File: src/rtl/fifo_burst_rd_ctrl_if.sv
// ---------------------------------------------------------------------------
// fifo_burst_rd_ctrl_if
// Bundles the two handshakes of the burst read controller:
//   FIFO side   : i_fifo_push (accepted write), i_fifo_valid_m (not empty),
//                 i_fifo_dataout (FWFT head), o_fifo_ready_m (pop request)
//   stream side : o_valid/o_data/o_sop/o_eop towards the consumer,
//                 i_ready back from the consumer
// master = the controller, slave = the FIFO/consumer environment.
// ---------------------------------------------------------------------------
interface fifo_burst_rd_ctrl_if #(
  parameter int DATA_WIDTH = 8
);
  logic                  i_fifo_push;
  logic                  i_fifo_valid_m;
  logic [DATA_WIDTH-1:0] i_fifo_dataout;
  logic                  o_fifo_ready_m;
  logic                  o_valid;
  logic [DATA_WIDTH-1:0] o_data;
  logic                  o_sop;
  logic                  o_eop;
  logic                  i_ready;

  modport master (
    input  i_fifo_push,
    input  i_fifo_valid_m,
    input  i_fifo_dataout,
    input  i_ready,
    output o_fifo_ready_m,
    output o_valid,
    output o_data,
    output o_sop,
    output o_eop
  );

  modport slave (
    output i_fifo_push,
    output i_fifo_valid_m,
    output i_fifo_dataout,
    output i_ready,
    input  o_fifo_ready_m,
    input  o_valid,
    input  o_data,
    input  o_sop,
    input  o_eop
  );
endinterface

File: src/rtl/fifo_burst_rd_ctrl.sv
// ---------------------------------------------------------------------------
// fifo_burst_rd_ctrl
// Read-side sequencer for a sync_fifo. Tracks FIFO occupancy, pops the FIFO
// in bursts of a programmed length and forwards the beats through a one-entry
// output register with start/end-of-packet markers. A programmable idle
// timeout flushes a partial burst so slow traffic does not sit in the FIFO.
//
// Ports:
//   i_clk        clock, rising edge
//   i_rst        asynchronous reset, active-high
//   i_enable     allows new bursts to start (never aborts a running burst)
//   i_burst_len  beats per burst, 0 -> 1, clamped to FIFO_DEPTH
//   i_timeout    idle cycles before a partial flush, 0 disables flushing
//   bus          FIFO pop handshake + downstream valid/ready stream
//   o_level      tracked FIFO occupancy
//   o_busy       burst in progress or output register occupied
// ---------------------------------------------------------------------------
module fifo_burst_rd_ctrl #(
  parameter int FIFO_DEPTH = 16,
  parameter int DATA_WIDTH = 8,
  parameter int ADDR_WIDTH = $clog2(FIFO_DEPTH),
  parameter int BLEN_WIDTH = ADDR_WIDTH + 1,
  parameter int TMO_WIDTH  = 8
) (
  input  logic                  i_clk,
  input  logic                  i_rst,
  input  logic                  i_enable,
  input  logic [BLEN_WIDTH-1:0] i_burst_len,
  input  logic [TMO_WIDTH-1:0]  i_timeout,
  fifo_burst_rd_ctrl_if.master  bus,
  output logic [ADDR_WIDTH:0]   o_level,
  output logic                  o_busy
);

  localparam int LVL_W = ADDR_WIDTH + 1;
  localparam logic [LVL_W-1:0]      DEPTH_L = LVL_W'(FIFO_DEPTH);
  localparam logic [BLEN_WIDTH-1:0] DEPTH_B = BLEN_WIDTH'(FIFO_DEPTH);

  typedef enum logic [1:0] {
    ST_IDLE  = 2'd0,
    ST_WAIT  = 2'd1,
    ST_BURST = 2'd2
  } state_t;

  state_t                 state_reg, state_next;
  logic [LVL_W-1:0]       level_reg;
  logic [TMO_WIDTH-1:0]   timer_reg, timer_next;
  logic [LVL_W-1:0]       beat_reg, beat_next;
  logic [LVL_W-1:0]       len_lat_reg, len_lat_next;
  logic [LVL_W-1:0]       len_eff;

  logic                   valid_reg;
  logic [DATA_WIDTH-1:0]  data_reg;
  logic                   sop_reg;
  logic                   eop_reg;

  logic                   pop;
  logic                   last_beat;
  logic                   push_inc;

  // Effective burst length: 0 behaves as 1, oversize requests clamp to depth.
  always_comb begin
    len_eff = LVL_W'(i_burst_len);
    if (i_burst_len == '0) begin
      len_eff = LVL_W'(1);
    end else if (i_burst_len > DEPTH_B) begin
      len_eff = DEPTH_L;
    end
  end

  assign pop       = bus.o_fifo_ready_m & bus.i_fifo_valid_m;
  assign last_beat = (beat_reg == len_lat_reg - LVL_W'(1));
  // A write into a full FIFO cannot raise the count any further.
  assign push_inc  = bus.i_fifo_push & (level_reg != DEPTH_L);

  // State register (plus the per-burst bookkeeping that moves with it)
  always_ff @(posedge i_clk or posedge i_rst) begin
    if (i_rst) begin
      state_reg   <= ST_IDLE;
      timer_reg   <= '0;
      beat_reg    <= '0;
      len_lat_reg <= '0;
    end else begin
      state_reg   <= state_next;
      timer_reg   <= timer_next;
      beat_reg    <= beat_next;
      len_lat_reg <= len_lat_next;
    end
  end

  // Next-state logic
  always_comb begin
    state_next   = state_reg;
    timer_next   = timer_reg;
    beat_next    = beat_reg;
    len_lat_next = len_lat_reg;
    case (state_reg)
      ST_IDLE: begin
        if (i_enable && (level_reg >= len_eff)) begin
          len_lat_next = len_eff;
          beat_next    = '0;
          state_next   = ST_BURST;
        end else if (i_enable && (level_reg != '0) && (i_timeout != '0)) begin
          timer_next = TMO_WIDTH'(1);
          state_next = ST_WAIT;
        end
      end
      ST_WAIT: begin
        if (!i_enable || (level_reg == '0)) begin
          timer_next = '0;
          state_next = ST_IDLE;
        end else if (level_reg >= len_eff) begin
          len_lat_next = len_eff;
          beat_next    = '0;
          state_next   = ST_BURST;
        end else if (timer_reg >= i_timeout) begin
          // Flush: send whatever is buffered as one short burst.
          len_lat_next = level_reg;
          beat_next    = '0;
          state_next   = ST_BURST;
        end else if (timer_reg != '1) begin
          timer_next = timer_reg + TMO_WIDTH'(1);
        end
      end
      ST_BURST: begin
        if (pop) begin
          if (last_beat) begin
            beat_next  = '0;
            timer_next = '0;
            state_next = ST_IDLE;
          end else begin
            beat_next = beat_reg + LVL_W'(1);
          end
        end
      end
      default: begin
        state_next = ST_IDLE;
      end
    endcase
  end

  // Output logic. The pop is gated on the output register being free (or
  // draining this cycle), which also keeps back-to-back bursts in order.
  always_comb begin
    bus.o_fifo_ready_m = (state_reg == ST_BURST) & bus.i_fifo_valid_m &
                         (~valid_reg | bus.i_ready);
    o_busy             = (state_reg == ST_BURST) | valid_reg;
  end

  // Occupancy tracking
  always_ff @(posedge i_clk or posedge i_rst) begin
    if (i_rst) begin
      level_reg <= '0;
    end else if (push_inc && !pop) begin
      level_reg <= level_reg + LVL_W'(1);
    end else if (!bus.i_fifo_push && pop) begin
      level_reg <= level_reg - LVL_W'(1);
    end
  end

  // One-entry output register; contents hold while the consumer stalls.
  always_ff @(posedge i_clk or posedge i_rst) begin
    if (i_rst) begin
      valid_reg <= 1'b0;
      data_reg  <= '0;
      sop_reg   <= 1'b0;
      eop_reg   <= 1'b0;
    end else if (pop) begin
      valid_reg <= 1'b1;
      data_reg  <= bus.i_fifo_dataout;
      sop_reg   <= (beat_reg == '0);
      eop_reg   <= last_beat;
    end else if (bus.i_ready && valid_reg) begin
      valid_reg <= 1'b0;
    end
  end

  assign bus.o_valid = valid_reg;
  assign bus.o_data  = data_reg;
  assign bus.o_sop   = sop_reg;
  assign bus.o_eop   = eop_reg;
  assign o_level     = level_reg;

endmodule

File: src/flat_wrapper.sv
// flat-port wrapper written by rule: the top's interface ports become plain ports
module fifo_burst_rd_ctrl_flat 
#(
  parameter int FIFO_DEPTH = 16,
  parameter int DATA_WIDTH = 8,
  parameter int ADDR_WIDTH = $clog2(FIFO_DEPTH),
  parameter int BLEN_WIDTH = ADDR_WIDTH + 1,
  parameter int TMO_WIDTH  = 8
)
  (i_clk, i_rst, i_enable, i_burst_len, i_timeout, o_level, o_busy, bus_i_fifo_push, bus_i_fifo_valid_m, bus_i_fifo_dataout, bus_i_ready, bus_o_fifo_ready_m, bus_o_valid, bus_o_data, bus_o_sop, bus_o_eop);
  fifo_burst_rd_ctrl_if #(.DATA_WIDTH(DATA_WIDTH)) bus_i ();
  input  logic i_clk;
  input  logic i_rst;
  input  logic i_enable;
  input  logic [BLEN_WIDTH-1:0] i_burst_len;
  input  logic [TMO_WIDTH-1:0] i_timeout;
  output logic [ADDR_WIDTH:0] o_level;
  output logic o_busy;
  input wire logic [$bits(bus_i.i_fifo_push)-1:0] bus_i_fifo_push;
  input wire logic [$bits(bus_i.i_fifo_valid_m)-1:0] bus_i_fifo_valid_m;
  input wire logic [$bits(bus_i.i_fifo_dataout)-1:0] bus_i_fifo_dataout;
  input wire logic [$bits(bus_i.i_ready)-1:0] bus_i_ready;
  output wire logic [$bits(bus_i.o_fifo_ready_m)-1:0] bus_o_fifo_ready_m;
  output wire logic [$bits(bus_i.o_valid)-1:0] bus_o_valid;
  output wire logic [$bits(bus_i.o_data)-1:0] bus_o_data;
  output wire logic [$bits(bus_i.o_sop)-1:0] bus_o_sop;
  output wire logic [$bits(bus_i.o_eop)-1:0] bus_o_eop;
  assign bus_i.i_fifo_push = bus_i_fifo_push;
  assign bus_i.i_fifo_valid_m = bus_i_fifo_valid_m;
  assign bus_i.i_fifo_dataout = bus_i_fifo_dataout;
  assign bus_i.i_ready = bus_i_ready;
  assign bus_o_fifo_ready_m = bus_i.o_fifo_ready_m;
  assign bus_o_valid = bus_i.o_valid;
  assign bus_o_data = bus_i.o_data;
  assign bus_o_sop = bus_i.o_sop;
  assign bus_o_eop = bus_i.o_eop;
  fifo_burst_rd_ctrl #(.FIFO_DEPTH(FIFO_DEPTH), .DATA_WIDTH(DATA_WIDTH), .ADDR_WIDTH(ADDR_WIDTH), .BLEN_WIDTH(BLEN_WIDTH), .TMO_WIDTH(TMO_WIDTH)) u_core (.i_clk(i_clk), .i_rst(i_rst), .i_enable(i_enable), .i_burst_len(i_burst_len), .i_timeout(i_timeout), .bus(bus_i), .o_level(o_level), .o_busy(o_busy));
endmodule
File: config.mk
export PLATFORM = sky130hd
export DESIGN_NAME = fifo_burst_rd_ctrl_flat
export DESIGN_NICKNAME = d
export VERILOG_FILES = /design/src/rtl/fifo_burst_rd_ctrl_if.sv /design/src/rtl/fifo_burst_rd_ctrl.sv /design/src/flat_wrapper.sv
export SDC_FILE = /design/constraint.sdc
export NUM_CORES = 1
export LEC_CHECK = 0
export ABC_AREA = 1
export BUFFER_PORTS_ARGS = -buffer_cell sky130_fd_sc_hd__buf_4
export CAP_MARGIN = 20
export CORE_ASPECT_RATIO = 1.4
export CORE_MARGIN = 5
export CORE_UTILIZATION = 45
export CTS_CLUSTER_DIAMETER = 50
export DETAILED_ROUTE_END_ITERATION = 8
export PLACE_DENSITY = 0.71
export SLEW_MARGIN = 20
export SYNTH_ARGS = -nofsm -noshare
export SYNTH_HDL_FRONTEND = slang
export SYNTH_SLANG_ARGS = --single-unit
File: constraint.sdc
create_clock -name i_clk -period 1.95 [get_ports i_clk]
set_clock_uncertainty 0.05 [all_clocks]
set_input_delay 0.0975 -clock i_clk [delete_from_list [all_inputs] [get_ports i_clk]]
set_output_delay 0.0975 -clock i_clk [all_outputs]
set_load 0.01 [all_outputs]
==> Word level (Yosys, flattened, before mapping) <==
Index checks and enable logic that the tools add are counted.
{ "word_totals": {"ff_bits": 36, "out_inout_bits": 18, "word_cells": 100} }
{ "classes": {"n_addsub": 5, "n_lt_le_gt_ge": 3, "eq_ne": 17, "mux": 35, "n_bitwise": 7, "reduce_logical": 24} }
{ "ops": {"columns": ["op", "count"], "rows": [
  ["5-bit two-way mux", 14],
  ["8-bit two-way mux", 8],
  ["8-bit case mux with 3 select lines", 1],
  ["5-bit zero test", 3],
  ["5-bit case mux with 3 select lines", 1],
  ["2-bit two-way mux", 7],
  ["5-bit by 1-bit adder with 5-bit output (second input constant)", 2],
  ["5-bit case mux with 2 select lines", 1],
  ["5-bit by 1-bit subtractor with 5-bit output (second input constant)", 2],
  ["3-bit by 1-bit != test with 1-bit output (second input constant)", 3],
  ["8-bit by 1-bit adder with 8-bit output (second input constant)", 1],
  ["8-bit >= comparator", 1],
  ["2-bit by 1-bit != test with 1-bit output (second input constant)", 4],
  ["8-bit != test (second input constant)", 1],
  ["4-bit AND reduction", 2],
  ["8-bit AND reduction", 1],
  ["8-bit nonzero test", 1],
  ["1-bit logical AND", 6],
  ["2-bit case mux with 3 select lines", 1],
  ["2-bit nonzero test", 3],
  ["5-bit equality test", 1],
  ["5-bit >= comparator", 1],
  ["5-bit greater-than comparator (second input constant)", 1],
  ["5-bit != test (second input constant)", 1],
  ["16 further kinds", 24]
]} }

==> Logic depth before layout (Yosys ltp) <==
{ "logic_depth": {"depth_word": 7, "ltp_mapped": 16} }

==> Worst setup path after synthesis <==
No wires, ideal clock.
{ "synth_path": {"path_kind": "reg-to-reg", "startpoint": "register u_core.state_reg[0]", "endpoint": "register u_core.level_reg[4] (netlist: u_core.o_level[4])", "setup_time_ns": 0.122, "arrival_ns": 1.916, "t_required_ns": 1.778, "setup_slack_ns": -0.138, "stages_incl_launch_ff": 13, "path_buffers": 0, "cell_sequence": "dfrtp_1 inv_1 ha_1 nand3_4 nand3_2 ha_1 inv_1 o21bai_1 a31oi_1 inv_1 nand2_1 nand2_1 xor2_1"} }
{ "synth_between": {"elab_chain_cells": 7} }
{ "synth_lines": {"columns": ["item", "line_no", "text"], "rows": [
  ["start: declaration", "fifo_burst_rd_ctrl.sv:45", "state_t state_reg, state_next;"],
  ["start signal: assignment", "fifo_burst_rd_ctrl.sv:84", "state_reg <= state_next;"],
  ["2-bit equality test *", "fifo_burst_rd_ctrl.sv:145", "bus.o_fifo_ready_m = (state_reg == ST_BURST) & bus.i_fifo_valid_m &"],
  ["1-bit bitwise AND * (2 in series)", "fifo_burst_rd_ctrl.sv:145", null],
  ["1-bit bitwise AND *", "fifo_burst_rd_ctrl.sv:71", "assign pop = bus.o_fifo_ready_m & bus.i_fifo_valid_m;"],
  ["1-bit zero test", "fifo_burst_rd_ctrl.sv:154", "end else if (push_inc && !pop) begin"],
  ["1-bit logical AND", "fifo_burst_rd_ctrl.sv:154", null],
  ["5-bit two-way mux or 2-bit nonzero test (tied branches)", null, null],
  ["end signal: assignment", "fifo_burst_rd_ctrl.sv:155", "level_reg <= level_reg + LVL_W'(1);"],
  ["end signal: assignment", "fifo_burst_rd_ctrl.sv:157", "level_reg <= level_reg - LVL_W'(1);"],
  ["end: declaration", "fifo_burst_rd_ctrl.sv:46", "logic [LVL_W-1:0] level_reg;"]
]} }
Mark *: on every way between the ends. The rest lies on a longest branch, timed or not.
A chain may end at the register's enable or synchronous reset.

==> Worst setup path in the final report <==
{ "layout_path": {"startpoint": "register u_core.state_reg[1]", "endpoint": "register u_core.level_reg[4] (netlist: u_core.o_level[4])"} }
Same word-level chain as after synthesis.

==> impl_metrics.env <==
export IMPL_ys_warn_count=0
export IMPL_holdPathStages=4
export IMPL_cts_reportedPaths_clkPinSlew_ns=0.08
export IMPL_path_max_fanout=5
export IMPL_arrival_ns=2.00
export IMPL_cts_buffer_depth=2
export IMPL_clkSinkCount=36
export IMPL_cp_required_ns=2.09
export IMPL_drt_initial_drc_count=91
export IMPL_ys_seq_elements=36
export IMPL_synth_nets=431
export IMPL_worstSetupPathType="reg -> reg"
export IMPL_yosysTopAreaCell="dfrtp_1"
export IMPL_dp_hpwl_um=4900
export IMPL_die_area_um2=7640
export IMPL_io_pins=45
export IMPL_netlist_area_um2=2690
export IMPL_grt_max_degree=37
export IMPL_cpPeakStageDelay_ns=0.42
export IMPL_synth_most_common_cell="nand2_1"
export IMPL_grt_pass1_wl_um=11000
export IMPL_fin_ws_ns=0.0877
export IMPL_max_freq_mhz=537
export IMPL_ctsRootBufferMaster="clkbuf_8"
export IMPL_cp_end_kind="flip-flop"
export IMPL_leakage_nw=2.00
export IMPL_crit_buf_inv=1
export IMPL_met3_usage_pct=2.38
export IMPL_pwr_density_cell_nw_per_um2=1400
export IMPL_path_cells="ha_4 > nand3_4 > nand3_4 > ha_1 > a31oi_2 > inv_1 > nand2_1 > nand2_1 > xor2_1"
export IMPL_die_x_um=75.3
export IMPL_yosys_most_used_dff="dfrtp_1"
export IMPL_portBuffers=44
export IMPL_hold_class="in -> reg"
export IMPL_wl_per_cell_um=12.6
export IMPL_finalMaxSlewViolations=0
export IMPL_grt_met1_usage_pct=19.7
export IMPL_core_um2=5820
export IMPL_drc_errors=0
export IMPL_syn_avg_cell_area_um2=7.09
export IMPL_cts_buffers=5
export IMPL_firstDrtPassIters=4
export IMPL_netlist_area_leader_share_pct=33.5
export IMPL_layout_drive_gt1_share_pct=29.8
export IMPL_n_antenna_cell=0
export IMPL_critPathTopFamily="adder cells"
export IMPL_startpoint_type="flip-flop"
export IMPL_place_gp_congestion=0.790
export IMPL_yosys_top_cells_area="dfrtp_1, nand2_1, ha_1"
export IMPL_viasPerCell=4.95
export IMPL_start_util_pct=46.2
export IMPL_status="complete, no violations"
export IMPL_die_y_um=101
export IMPL_async_reset_ff_share_pct=100
export IMPL_stdcell_area_um2=3810
export IMPL_ys_seq_area_share_pct=33.5
export IMPL_globalRouteOverflowTotal=0
export IMPL_cp_depth=9
export IMPL_maxCapViolCount=0
export IMPL_grt_busiest_layer="met2"
export IMPL_area_growth_pct=41.7
export IMPL_crit_slowest_cell="dfrtp_1"
export IMPL_slew_headroom_pct=68.6
export IMPL_routed_wl_um=6850
export IMPL_rows=33
export IMPL_setup_viol=0
export IMPL_rsz0062_at_grt="yes"
export IMPL_layout_nets=524
export IMPL_synth_edf_count=0
export IMPL_worst_pin_slew_ns=0.471
export IMPL_cts_tree="done"
export IMPL_postLayoutCoreUtil_pct=65.4
export IMPL_hold_viol_final=0
export IMPL_antenna_found_initial=0
export IMPL_rr_worst_depth=9
export IMPL_synthCells=379
export IMPL_clk_insertion_delay_late_ns=0.30
export IMPL_ys_top_cells_by_count="nand2_1, inv_1, nor2_1, dfrtp_1, ha_1"
export IMPL_vias=2690
export IMPL_cts_htree_levels=2
export IMPL_post_route_min_period_ns=1.86
export IMPL_dp_slack_ns=-0.0569
export IMPL_placed_area_um2=3280
export IMPL_fin_crit_sh_pct=95.5
export IMPL_synthDistinctLibCells=33
export IMPL_fill_cells=470
export IMPL_grt_util_all_layers_pct=18.2
export IMPL_ir_drop_mv=0.618
export IMPL_grt_pass1_vias=2581
export IMPL_met2_usage_pct=34.2
export IMPL_ant_nets=0
==> layer usage <==
layer	up-vias	wire, um	part of all wire (%)
li1	1379	-	-
met1	1258	2600	38
met2	42	3900	57
met3	11	206	3.0
met4	0	138	2.0
met5	-	0	0
==> layout by cell type (no fill, tap or decap), types with 2 or more instances in the layout <==
cell / count
a21oi_1: 3
nor2_4: 8
nand2_1: 128
ha_1: 18
nor2_2: 5
xor2_1: 7
o21bai_1: 2
inv_2: 7
xnor2_1: 4
nand4_1: 10
nand2_4: 4
o21ai_0: 8
dfrtp_2: 2
nand3_4: 5
ha_4: 6
o21ai_1: 9
nand3_2: 4
nor2_1: 36
o21ai_2: 2
buf_4: 77
inv_1: 42
dfrtp_1: 34
bufinv_16: 3
clkbuf_8: 5
nand3_1: 15
dlygate4sd3_1: 9
nand2_2: 8
==> worst min-delay path, delay by kind of cell <==
kind          cells  cell delay, ns
buf+inv           2            0.11
simple gates      2            0.19
==> worst paths after layout <==
kind                                     start               endpoint  slack [ns]
max                        u_core.state_reg[1]      u_core.o_level[4]        0.09
min                                bus_i_ready     u_core.bus.o_valid        0.08
max reg2reg                u_core.state_reg[1]      u_core.o_level[4]        0.09
min reg2reg                   u_core.bus.o_sop       u_core.bus.o_sop        0.43
max in group asynchronous                i_rst      u_core.o_level[3]        1.08
min in group asynchronous                i_rst  u_core.len_lat_reg[3]        0.42
==> cell type report <==
class | instances | area, um2 | area share (%)
multi-input combinational | 292 | 1800 | 47.2
clock buffer | 5 | 68.8 | 1.81
tap | 70 | 87.6 | 2.30
timing repair buffer | 86 | 668 | 17.5
clock inverter | 3 | 90.1 | 2.37
inverter | 51 | 193 | 5.06
sequential | 36 | 903 | 23.7
==> through the flow <==
stage               TNS, ns  std cells  hold WS (ns)  total power [mW]
finish                    0        543        0.0804              5.32
global route         -0.250        543        0.0913              5.77
CTS                       0        530        0.0748              4.77
detailed placement   -0.500        513         0.201              3.80
global placement     -0.197        513         0.202              3.74
floorplan                 0        379         0.157              2.90
==> logic make-up after synthesis <==
group	after synthesis	share of synthesized area [%]
and+or+nand+nor	224	36.8
AOI/OAI and AO/OA	29	6.01
buffers and inverters	53	7.73
adders and majority gates	25	11.9
DFF	36	33.5
xor gates and xnor gates	11	3.58
muxes	1	0.419
==> report_power, final <==
| group | switching [mW] | internal (mW) |
|---|---|---|
| sequential | 0.195 | 0.996 |
| clock | 0.291 | 0.640 |
| combinational | 1.79 | 1.41 |
==> timing repair <==
item / 4_1_cts / 5_1_grt
hold buffers: 9 / 0
hold endpoints to repair: 44 / 0
resized for setup: 0 / 43
endpoints found under the setup margin: 0 / 21
setup buffers: 0 / 11
Power figures use the tool's default switching activity.
